$ cat src/rtl/led_mode_ctrl.sv
// Key-driven LED pattern sequencer: debounces two active-low keys, cycles four
// display patterns on key 0, pauses/resumes stepping on key 1.
`timescale 1ns/1ps

module led_mode_ctrl #(
    parameter logic [23:0] CNT_MAX      = 24'd10_000_000,
    parameter logic [19:0] DEBOUNCE_MAX = 20'd1_000_000
) (
    input  logic       sys_clk,
    input  logic       sys_rst_n,
    input  logic [1:0] key,
    output logic [3:0] led,
    output logic [1:0] mode,
    output logic       running
);

    localparam int unsigned NKEY   = 2;
    localparam int unsigned CNT_W  = 24;
    localparam int unsigned DB_W   = 20;
    localparam int unsigned LED_W  = 4;
    localparam int unsigned MODE_W = 2;

    localparam logic [MODE_W-1:0] MODE_FLOW_L   = 2'd0;
    localparam logic [MODE_W-1:0] MODE_FLOW_R   = 2'd1;
    localparam logic [MODE_W-1:0] MODE_BLINK    = 2'd2;
    localparam logic [MODE_W-1:0] MODE_PINGPONG = 2'd3;

    localparam logic [LED_W-1:0] LED_INIT = 4'b0001;
    localparam logic [LED_W-1:0] LED_ALL  = 4'b1111;
    localparam logic [LED_W-1:0] LED_NONE = 4'b0000;

    // Key synchronizers and debounce state
    logic [NKEY-1:0] sync1_q;
    logic [NKEY-1:0] sync2_q;
    logic [NKEY-1:0] stable_q;
    logic [NKEY-1:0] stable_d;
    logic [NKEY-1:0] press_c;
    logic [DB_W-1:0] db_cnt_q [NKEY];
    logic [DB_W-1:0] db_cnt_d [NKEY];

    // Step counter and pattern state
    logic [CNT_W-1:0]  cnt_q;
    logic [CNT_W-1:0]  cnt_d;
    logic              dir_up_q;
    logic              dir_up_d;
    logic [LED_W-1:0]  led_d;
    logic [MODE_W-1:0] mode_d;
    logic              running_d;
    logic              tick_c;
    logic [LED_W-1:0]  step_led_c;
    logic              step_up_c;

    // Debounce: accept a new level after DEBOUNCE_MAX consecutive differing samples
    always_comb begin
        stable_d = stable_q;
        press_c  = '0;
        for (int i = 0; i < NKEY; i++) begin
            db_cnt_d[i] = db_cnt_q[i];
            if (sync2_q[i] == stable_q[i]) begin
                db_cnt_d[i] = '0;
            end else if (db_cnt_q[i] == DEBOUNCE_MAX - 20'd1) begin
                db_cnt_d[i] = '0;
                stable_d[i] = sync2_q[i];
                press_c[i]  = stable_q[i];
            end else begin
                db_cnt_d[i] = db_cnt_q[i] + DB_W'(1);
            end
        end
    end

    always_ff @(posedge sys_clk or negedge sys_rst_n) begin
        if (!sys_rst_n) begin
            sync1_q  <= '1;
            sync2_q  <= '1;
            stable_q <= '1;
            for (int i = 0; i < NKEY; i++) begin
                db_cnt_q[i] <= '0;
            end
        end else begin
            sync1_q  <= key;
            sync2_q  <= sync1_q;
            stable_q <= stable_d;
            for (int i = 0; i < NKEY; i++) begin
                db_cnt_q[i] <= db_cnt_d[i];
            end
        end
    end

    assign tick_c = running && (cnt_q == CNT_MAX - 24'd1);

    // Next pattern value for the current mode; any unexpected value recovers to 0001
    always_comb begin
        step_led_c = LED_INIT;
        step_up_c  = 1'b1;
        case (mode)
            MODE_FLOW_L: begin
                if ($onehot(led)) begin
                    step_led_c = {led[2:0], led[3]};
                end
            end
            MODE_FLOW_R: begin
                if ($onehot(led)) begin
                    step_led_c = {led[0], led[3:1]};
                end
            end
            MODE_BLINK: begin
                if (led == LED_ALL) begin
                    step_led_c = LED_NONE;
                end else if ((led == LED_NONE) || (led == LED_INIT)) begin
                    step_led_c = LED_ALL;
                end
            end
            MODE_PINGPONG: begin
                case (led)
                    4'b0001: begin
                        step_led_c = 4'b0010;
                        step_up_c  = 1'b1;
                    end
                    4'b0010: begin
                        step_led_c = dir_up_q ? 4'b0100 : 4'b0001;
                        step_up_c  = dir_up_q;
                    end
                    4'b0100: begin
                        step_led_c = dir_up_q ? 4'b1000 : 4'b0010;
                        step_up_c  = dir_up_q;
                    end
                    4'b1000: begin
                        step_led_c = 4'b0100;
                        step_up_c  = 1'b0;
                    end
                    default: begin
                        step_led_c = LED_INIT;
                        step_up_c  = 1'b1;
                    end
                endcase
            end
            default: begin
                step_led_c = LED_INIT;
                step_up_c  = 1'b1;
            end
        endcase
    end

    // Mode reload overrides a coincident tick; a pause still lets its tick step
    always_comb begin
        cnt_d     = cnt_q;
        dir_up_d  = dir_up_q;
        led_d     = led;
        mode_d    = mode;
        running_d = running;

        if (running) begin
            cnt_d = tick_c ? '0 : cnt_q + CNT_W'(1);
        end
        if (tick_c) begin
            led_d    = step_led_c;
            dir_up_d = step_up_c;
        end
        if (press_c[0]) begin
            mode_d   = mode + MODE_W'(1);
            led_d    = LED_INIT;
            cnt_d    = '0;
            dir_up_d = 1'b1;
        end
        if (press_c[1]) begin
            running_d = ~running;
        end
    end

    always_ff @(posedge sys_clk or negedge sys_rst_n) begin
        if (!sys_rst_n) begin
            cnt_q    <= '0;
            dir_up_q <= 1'b1;
            led      <= LED_INIT;
            mode     <= MODE_FLOW_L;
            running  <= 1'b1;
        end else begin
            cnt_q    <= cnt_d;
            dir_up_q <= dir_up_d;
            led      <= led_d;
            mode     <= mode_d;
            running  <= running_d;
        end
    end

endmodule

$ cat config.mk
export PLATFORM = sky130hd
export DESIGN_NAME = led_mode_ctrl
export DESIGN_NICKNAME = d
export VERILOG_FILES = /design/src/rtl/led_mode_ctrl.sv
export SDC_FILE = /design/constraint.sdc
export NUM_CORES = 1
export LEC_CHECK = 0
export BUFFER_PORTS_ARGS = -buffer_cell sky130_fd_sc_hd__buf_2
export CORE_ASPECT_RATIO = 2
export CORE_MARGIN = 2
export CORE_UTILIZATION = 65
export CTS_BUF_LIST = sky130_fd_sc_hd__clkbuf_16
export DETAILED_ROUTE_END_ITERATION = 10
export PLACE_DENSITY = 0.85
export REMOVE_ABC_BUFFERS = 1
export SYNTH_ARGS = -nofsm -noshare
export SYNTH_HDL_FRONTEND = slang
export SYNTH_SLANG_ARGS = --single-unit
$ cat constraint.sdc
create_clock -name sys_clk -period 4.68 [get_ports sys_clk]
set_input_delay 0 -clock sys_clk [delete_from_list [all_inputs] [get_ports sys_clk]]
set_output_delay 0 -clock sys_clk [all_outputs]
set_load 0.005 [all_outputs]
==> results of run 1 <==
cell usage after synthesis (all sizes together) (2+ instances only):
master / count / area share, %
a31oi: 4 / 0.61
nor4: 10 / 1.7
nor2b: 2 / 0.31
nor4b: 3 / 0.64
mux2: 2 / 0.55
ha: 13 / 4.0
nor2: 72 / 6.6
xor2: 37 / 7.9
nand4b: 2 / 0.43
dfrtp: 69 / 42
nand3b: 6 / 1.1
dfstp: 9 / 5.8
nand3: 25 / 3.4
a221oi: 2 / 0.43
mux2i: 2 / 0.49
and2: 2 / 0.31
xnor2: 22 / 4.7
nand4: 15 / 2.3
a221o: 3 / 0.73
a21oi: 10 / 1.3
and4: 5 / 1.1
clkbuf: 6 / 0.58
nor4bb: 2 / 0.49
nand2b: 6 / 0.92
nor3: 11 / 1.3
or2: 2 / 0.37
or3: 2 / 0.31
nand2: 35 / 3.2
inv: 14 / 1.3
buf: 6 / 1.0
o22ai: 2 / 0.31
and3: 8 / 1.2
o21ai: 4 / 0.58
power by group through the flow:
stage	clock, mW	sequential [mW]	combinational (mW)
after floorplan	0	0.698	0.0122
after global placement	0	0.699	0.0285
after detailed placement	0	0.699	0.0298
after CTS	0.610	0.688	0.0318
after global routing	0.636	0.688	0.0360
final	0.597	0.688	0.0306
layout make-up:
type / count / area, um2 / share of cell area, %
tap: 86 / 108 / 2.40
clock buffer: 9 / 225 / 5.02
multi-input combinational: 318 / 2020 / 45.0
sequential: 78 / 1960 / 43.7
timing repair buffer: 14 / 90.1 / 2.01
inverter: 14 / 52.6 / 1.17
clock inverter: 7 / 31.3 / 0.697
per-stage QoR:
| stage | hold WS [ns] | utilization, % | power, mW | instance area (um2) | cells |
|---|---|---|---|---|---|
| floorplan | -0.296 | - | 0.710 | 4040 | 410 |
| global placement | 0.107 | 67.7 | 0.727 | 4200 | 507 |
| detailed placement | 0.111 | 67.7 | 0.729 | 4200 | 507 |
| CTS | 0.313 | 72.3 | 1.33 | 4490 | 526 |
| global route | 0.317 | 72.3 | 1.36 | 4490 | 526 |
| finish | 0.317 | 72.3 | 1.32 | 4490 | 526 |
final timing paths:
kind / startpoint / endpoint / slack [ns] / cells after the start
min: key[1] / sync1_q[1] / 0.32 / 2
min reg2reg: sync1_q[0] / sync2_q[0] / 0.36 / 0
max in group asynchronous: sys_rst_n / cnt_q[16] / 3.71 / 2
max reg2reg: led[3] / led[1] / 1.39 / 10
max: led[3] / led[1] / 1.39 / 10
min in group asynchronous: sys_rst_n / db_cnt_q[0] / 0.36 / 2
kinds of logic (layout without fill, tap and decap cells):
family	after synthesis	in the layout	share of synthesized area (%)
buffers and inverters	26	44	2.90
AO/OA/AOI/OAI	30	30	4.97
flip-flops	78	78	47.9
XOR/XNOR	59	59	12.6
multiplexers	4	4	1.04
adder cells (fa/ha/maj)	14	14	4.45
AND/OR/NAND/NOR	211	211	26.2
critical path: stages, from the launching register on:
cell and delay, ns:
dfrtp_1 0.57, inv_1 0.17, fa_1 0.50, inv_1 0.04, ha_1 0.17, ha_1 0.27, nor3b_1 0.70, and3_1 0.25
a31oi_1 0.05, a221o_1 0.35, a21oi_1 0.14
routing by layer:
metal | wire length, um | GRT usage (%) | vias to the layer above
met3 | 248 | 5.43 | 9
met4 | 90 | 9.04 | 0
met2 | 4000 | 38.8 | 66
met1 | 3520 | 35.5 | 1530
li1 | - | - | 1482
met5 | 0 | 0 | -
state kept, by name, summed over array words and instances (netlist names):
signal / flops
sync1_q: 2
sync2_q: 2
db_cnt_q: 40
cnt_q: 24
dir_up_q: 1
mode: 2
running: 1
led: 4
stable_q: 2
==> results.json, run 1 <==
{
  "worst_pin_slew_ns": 1.00,
  "syn_avg_cell_area_um2": 9.72,
  "cts-root-buf": "clkbuf_16",
  "ys_ff_latch": 78,
  "cts_setup_buffers": 0,
  "nets": 453,
  "cts_tree": "built",
  "clk_latency_ns": 0.33,
  "grt_max_degree": 79,
  "mostFrequentLayoutCells": "72 x nor2_1, 69 x dfrtp_1, 37 x xor2_1, 35 x nand2_1, 24 x nand3_1",
  "dr.pass1.iters": 5,
  "cts.sinks": 78,
  "drt_iter0_drc": 181,
  "dieArea_um2": 7000,
  "synth_cell_types": 49,
  "ys_warn_count": 0,
  "path_max_fanout": 14,
  "grt_pass1_wl_um": 13500,
  "initial_core_util_pct": 66.1,
  "fp.coreArea_um2": 6210,
  "track_usage_pct": 25.3,
  "endpoint_kind": "register",
  "postRouteAntennaNets": 0,
  "tns_ns": 0,
  "synthCells": 422,
  "overflow": 0,
  "p_switching_uw": 277,
  "place.gp.congestion": 0.828,
  "n_fill_cell": 452,
  "antennaDiodeCount": 0,
  "hp-class": "in2reg",
  "worstPathRequired_ns": 4.93,
  "switching_share_pct": 21.0,
  "max-vdd-ir-drop_mv": 0.251,
  "syn2layout_area_growth_pct": 9.46,
  "wl_um": 7860,
  "ctsResizeCount": 0,
  "powerDensity_nw_per_um2": 293,
  "cts_buffers": 9,
  "setup_violations": 0,
  "vias_per_cell": 5.87,
  "ys.flop_type": "dfrtp_1",
  "hold_violations": 0,
  "drcViolationCount": 0,
  "dp_hpwl_um": 5290,
  "drt-wirelength-per-cell_um": 14.9,
  "final_common_cell": "nor2_1",
  "synth-seq-area-share_pct": 47.9,
  "antenna_found_initial": 0,
  "grt_setup_unrepaired": "false",
  "drive_above_1_share_pct": 9.32,
  "clkPwrFrac_pct": 45.4,
  "power_frac_seq_pct": 52.3,
  "max_slew_margin_pct": 32.6,
  "cts_max_path_buffers": 2,
  "p_leak_nw": 1.93,
  "slew_viol_final": 0,
  "pre_cts_ws_ns": 1.46,
  "worst_slack_ns": 1.39,
  "worst-endpoint-arrival_ns": 3.54,
  "grt_pass1_vias": 2976,
  "status": "finished, final reports clean",
  "critPathKind": "reg2reg",
  "synth_area_um2": 4100,
  "vias": 3087,
  "power_frac_comb_pct": 2.3,
  "cp-start-kind": "register",
  "clock-skew-final_ns": 0.00488,
  "max_freq_mhz": 304,
  "p_int_mw": 1.04,
  "clkSlewWorstSetupHoldPaths_ns": 0.06,
  "synth_edf_count": 0,
  "dieHeight_um": 116,
  "post-route-period-util_pct": 70.3,
  "postCtsHoldBufs": 3,
  "fin_crit_ns": 3.29,
  "cap_viol_max_count": 0,
  "htree_levels": 3,
  "port_buffers": 10,
  "num_io_pins": 11,
  "dieWidth_um": 60.2,
  "rows": 41,
  "synthArstFlopShare_pct": 100
}
Power figures use the tool's default switching activity.
==> run 2: changes to the inputs <==
--- a/config.mk
+++ b/config.mk
@@ -8,10 +8,10 @@
 export BUFFER_PORTS_ARGS = -buffer_cell sky130_fd_sc_hd__buf_2
 export CORE_ASPECT_RATIO = 2
 export CORE_MARGIN = 2
-export CORE_UTILIZATION = 65
+export CORE_UTILIZATION = 56
 export CTS_BUF_LIST = sky130_fd_sc_hd__clkbuf_16
 export DETAILED_ROUTE_END_ITERATION = 10
-export PLACE_DENSITY = 0.85
+export PLACE_DENSITY = 0.78
 export REMOVE_ABC_BUFFERS = 1
 export SYNTH_ARGS = -nofsm -noshare
 export SYNTH_HDL_FRONTEND = slang
==> constraint.sdc (replaced) <==
create_clock -name sys_clk -period 2.8 [get_ports sys_clk]
set_input_delay 0 -clock sys_clk [delete_from_list [all_inputs] [get_ports sys_clk]]
set_output_delay 0 -clock sys_clk [all_outputs]
set_load 0.005 [all_outputs]
==> run 2 against run 1 <==
Effect of this change: sequential cell count stayed put; global-route usage is 4.6 points lower; non-clock buffer count is 11 higher; hold slack worse by 0.0019 ns; critical endpoint is now led[0]; final cell count is 3.2% higher; setup slack worse by 1.3 ns; clock skew is 0.0027 ns higher; via count is 1.1% lower; largest power group is now clock; largest cell class unchanged.
==> results.json, run 2 (synthesis gave the netlist of run 1 again) <==
{
  "grt_setup_unrepaired": "false",
  "finalInstanceArea_um2": 4640,
  "largest_reg_flops": 40,
  "drt_iter0_drc": 226,
  "dieHeight_um": 125,
  "mostFrequentLayoutCells": "72 x nor2_1, 69 x dfrtp_1, 37 x xor2_1, 35 x nand2_1, 24 x nand3_1",
  "drcViolationCount": 0,
  "status": "finished, final reports clean",
  "clkSlewWorstSetupHoldPaths_ns": 0.05,
  "setup_violations": 0,
  "max-vdd-ir-drop_mv": 0.445,
  "cts_buffers": 9,
  "worst-endpoint-arrival_ns": 2.95,
  "final_common_cell": "nor2_1",
  "fin_crit_ns": 2.69,
  "worstPathRequired_ns": 3.06,
  "syn2layout_area_growth_pct": 13.1,
  "rows": 44,
  "grt_pass1_vias": 2985,
  "max_freq_mhz": 371,
  "dp_hpwl_um": 4800,
  "cp_common_cell": "ha_1",
  "fp.coreArea_um2": 7160,
  "hp-class": "in2reg",
  "drt-wirelength-per-cell_um": 13.8,
  "cts-root-buf": "clkbuf_16",
  "regMostFlops": "db_cnt_q",
  "cts.sinks": 78,
  "powerDensity_nw_per_um2": 514,
  "path_max_fanout": 6,
  "overflow": 0,
  "critPathSlowestCell": "dfstp_2",
  "track_usage_pct": 20.7,
  "cts_max_path_buffers": 2,
  "worst_pin_slew_ns": 0.939,
  "grt_max_degree": 79,
  "critPathKind": "reg2reg",
  "antenna_found_initial": 0,
  "dr.pass1.iters": 4,
  "crit_chain": "inv_2, fa_1, inv_1, ha_1, ha_1, nor3b_2, buf_4, nand2_1, a221oi_2, a221oi_1, a211o_1",
  "post-route-period-util_pct": 96.2,
  "placed_area_um2": 4280,
  "cp-start-kind": "register",
  "power_mw": 2.39,
  "dieWidth_um": 64.5,
  "vias_per_cell": 5.62,
  "max_slew_margin_pct": 37.4,
  "clock-skew-final_ns": 0.00756,
  "dieArea_um2": 8070,
  "cap_viol_max_count": 0,
  "clk_latency_ns": 0.33,
  "num_io_pins": 11,
  "wl_um": 7480,
  "place.gp.congestion": 0.819,
  "hold_ws_ns": 0.316,
  "top_regs": "db_cnt_q (40), cnt_q (24), led (4)",
  "nets": 464,
  "antennaDiodeCount": 0,
  "htree_levels": 3,
  "slew_viol_final": 0,
  "port_buffers": 10,
  "vias": 3052,
  "grt_pass1_wl_um": 13200,
  "hold_violations": 0,
  "slowest_delay_ns": 0.54,
  "initial_core_util_pct": 57.3,
  "postRouteAntennaNets": 0,
  "endpoint_kind": "register",
  "cts_tree": "built",
  "drive_above_1_share_pct": 12.2,
  "p_leak_nw": 2.02
}
run 2: changes by cell type in the layout (fill, tap and decap cells not counted), sizes merged:
cell / previous run / this run
buf: 11 / 22
clkinv: 7 / 4
bufinv: 0 / 2
inv: 14 / 15
run 2: report_power, final:
| part | total, mW | internal (mW) | switching, mW |
|---|---|---|---|
| clock | 1.18 | 0.767 | 0.418 |
| sequential | 1.15 | 1.14 | 0.00913 |
| combinational | 0.0512 | 0.0147 | 0.0365 |
run 2: cell type report:
type	count	area, um2
timing repair buffer	25	173
tap	92	115
multi-input combinational	318	2030
clock buffer	9	225
clock inverter	7	81.3
sequential	78	1960
inverter	14	52.6
fill	574	2520
run 2: per-layer routing:
metal,track usage [%],wire (um)
met2,33.9,3740
met5,0,0
met4,10.6,190
met3,3.69,252
met1,26.0,3300
run 2: stage by stage:
stage	setup TNS [ns]	utilization, %	worst slack (ns)	cells
2_1_floorplan	-0.485	-	-0.175	410
3_3_place_gp	0	59.8	0.113	522
3_5_place_dp	0	59.8	0.0466	522
4_1_cts	0	64.5	0.0373	541
5_1_grt	0	64.8	0.00173	543
6_report	0	64.8	0.107	543
run 2: worst max-delay path: cells and delay by family, from the launching register on:
family	cells	cell delay, ns
buffers and inverters	3	0.25
DFF	1	0.54
AOI/OAI and AO/OA	3	0.61
adders and majority gates	3	0.97
and+or+nand+nor	2	0.24
run 2: what timing repair did:
action | 4_1_cts | 5_1_grt
endpoints found under the hold margin | 71 | 0
resized for setup | 0 | 3
hold buffers | 3 | 0
setup endpoints to repair | 0 | 2
setup buffers | 0 | 2
run 2: path summary, 6_finish.rpt:
kind,cells past startpoint,end,start,slack [ns]
worst max-delay path,11,led[0],led[0],0.11
worst min-delay path,2,sync1_q[1],key[1],0.32
worst max register to register,11,led[0],led[0],0.11
worst min register to register,0,sync2_q[1],sync1_q[1],0.35
max in group asynchronous,2,db_cnt_q[17],sys_rst_n,1.83
min in group asynchronous,2,mode[1],sys_rst_n,0.36
==> run 3: changes to the inputs <==
--- a/config.mk
+++ b/config.mk
@@ -13,6 +13,7 @@
 export DETAILED_ROUTE_END_ITERATION = 10
 export PLACE_DENSITY = 0.78
 export REMOVE_ABC_BUFFERS = 1
+export SETUP_SLACK_MARGIN = 0.5
 export SYNTH_ARGS = -nofsm -noshare
 export SYNTH_HDL_FRONTEND = slang
 export SYNTH_SLANG_ARGS = --single-unit
==> run 3 against run 2 <==
Effect of this change: final cell count stayed put; first-iteration DRC count is 8.8% higher; wire length is 0.33% higher; clock skew hardly changed; global-route usage is 0.24 points higher; clock power hardly changed; largest power group unchanged; combinational power hardly changed; highest routed layer unchanged; die area stayed put; sequential share of layout area is 0.36 points lower; maximum frequency is 6.2% higher.
==> results.json, run 3 (synthesis gave the netlist of run 1 again) <==
{
  "path_max_fanout": 4,
  "grt_pass1_wl_um": 13400,
  "multi_input_area_um2": 2070,
  "register_area_um2": 1960,
  "grt_use_met3_pct": 3.69,
  "top_regs": "db_cnt_q (40), cnt_q (24), led (4)",
  "grt_use_met2_pct": 34.6,
  "regMostFlops": "db_cnt_q",
  "worst_pin_slew_ns": 0.941,
  "critPathSlowestCell": "dfstp_2",
  "postRouteAntennaNets": 0,
  "critical_path.startpoint": "led[0]",
  "cts_buffers": 9,
  "grt_setup_unrepaired": "true",
  "fin_crit_ns": 2.54,
  "mostFrequentLayoutCells": "72 x nor2_1, 69 x dfrtp_1, 37 x xor2_1, 34 x nand2_1, 24 x nand3_1",
  "cts.sinks": 78,
  "cts-root-buf": "clkbuf_16",
  "use_met1_pct": 26.1,
  "cts_tree": "built",
  "worstPathRequired_ns": 3.06,
  "drt-wirelength-per-cell_um": 13.8,
  "fp.coreArea_um2": 7160,
  "htree_levels": 3,
  "final_common_cell": "nor2_1",
  "cap_viol_max_count": 0,
  "track_usage_pct": 21.0,
  "drcViolationCount": 0,
  "dieHeight_um": 125,
  "status": "finished, final reports clean",
  "dieArea_um2": 8070,
  "vias": 3060,
  "rows": 44,
  "overflow": 0,
  "hp-class": "in2reg",
  "slowest_delay_ns": 0.55,
  "grt_pass1_vias": 3015,
  "dp_hpwl_um": 4800,
  "p_leak_nw": 2.02,
  "nets": 464,
  "slew_viol_final": 0,
  "cts_max_path_buffers": 2,
  "grt_max_degree": 79,
  "setup_violations": 0,
  "dieWidth_um": 64.5,
  "clk_latency_ns": 0.33,
  "holdCritStartpoint": "key[1]",
  "crit_chain": "inv_2, fa_1, inv_1, ha_2, ha_4, nor3b_2, buf_4, and3_4, a31oi_1, a221o_1, a21oi_1",
  "hold_violations": 0,
  "initial_core_util_pct": 57.3,
  "power_mw": 2.39,
  "port_buffers": 10,
  "dr.pass1.iters": 5,
  "vias_per_cell": 5.64,
  "cp-start-kind": "register",
  "max-vdd-ir-drop_mv": 0.443,
  "clkSlewWorstSetupHoldPaths_ns": 0.05,
  "place.gp.congestion": 0.819,
  "clock-skew-final_ns": 0.00798,
  "final_core_util_pct": 65.4,
  "worst_slack_ns": 0.264,
  "num_io_pins": 11,
  "pre_cts_ws_ns": 0.0466,
  "wl_um": 7500,
  "busiest_layer": "met2",
  "drt_iter0_drc": 246,
  "r2r_start": "led[0]",
  "post-route-period-util_pct": 90.6,
  "antennaDiodeCount": 0,
  "max_slew_margin_pct": 37.3,
  "powerDensity_nw_per_um2": 510,
  "critPathKind": "reg2reg",
  "drive_above_1_share_pct": 13.7,
  "largest_reg_flops": 40,
  "antenna_found_initial": 0,
  "syn2layout_area_growth_pct": 14.1,
  "worst-endpoint-arrival_ns": 2.79,
  "n_fill_cell": 571,
  "endpoint_kind": "register",
  "max_freq_mhz": 394
}
-- run 3: power breakdown --
| part | internal (mW) | total [mW] | leakage [nW] | switching (mW) |
|---|---|---|---|---|
| Clock | 0.767 | 1.19 | 0.155 | 0.419 |
| Combinational | 0.0147 | 0.0512 | 0.809 | 0.0365 |
| Sequential | 1.14 | 1.15 | 1.05 | 0.00914 |
-- run 3: final cells by class --
class                           instances  share of cell area (%)
Multi-Input combinational cell        318                    44.2
Sequential cell                        78                    41.9
Clock buffer                            9                    4.81
Timing Repair Buffer                   25                    3.77
Tap cell                               92                    2.46
Clock inverter                          7                    1.74
Inverter                               14                    1.12
-- run 3: what timing repair did --
| action | 4_1_cts | 5_1_grt |
|---|---|---|
| setup buffers | 2 | 0 |
| pin swaps | 12 | 2 |
| endpoints found under the setup margin | 5 | 5 |
| hold buffers | 3 | 0 |
| hold endpoints to repair | 71 | 0 |
| gates resized for setup | 8 | 4 |
-- run 3: path summary, 6_finish.rpt --
kind	cells after the start	endpoint	slack [ns]
max	11	led[1]	0.26
min	2	sync1_q[1]	0.32
max reg2reg	11	led[1]	0.26
min reg2reg	0	sync2_q[1]	0.35
max in group asynchronous	2	db_cnt_q[17]	1.83
min in group asynchronous	2	db_cnt_q[24]	0.36
-- run 3: critical path, delay by kind of cell (launching register included) --
kind	cells	cell delay, ns
fa+ha+maj	3	0.87
flops	1	0.55
compound gates	3	0.47
simple gates	2	0.32
buf+inv	3	0.25
-- run 3: per-layer routing --
| layer | up-vias | share of wire [%] |
|---|---|---|
| met5 | - | 0 |
| met4 | 0 | 2.5 |
| met3 | 14 | 3.2 |
| met2 | 58 | 50 |
| met1 | 1483 | 45 |
| li1 | 1505 | - |
-- run 3: stage by stage --
stage | instance area, um2 | setup TNS, ns | hold slack [ns] | std cells
final | 4680 | 0 | 0.316 | 543
after global routing | 4680 | 0 | 0.319 | 543
after floorplan | 4040 | -0.485 | -0.296 | 410
after detailed placement | 4280 | 0 | 0.106 | 522
after CTS | 4670 | 0 | 0.298 | 543
after global placement | 4280 | 0 | 0.107 | 522
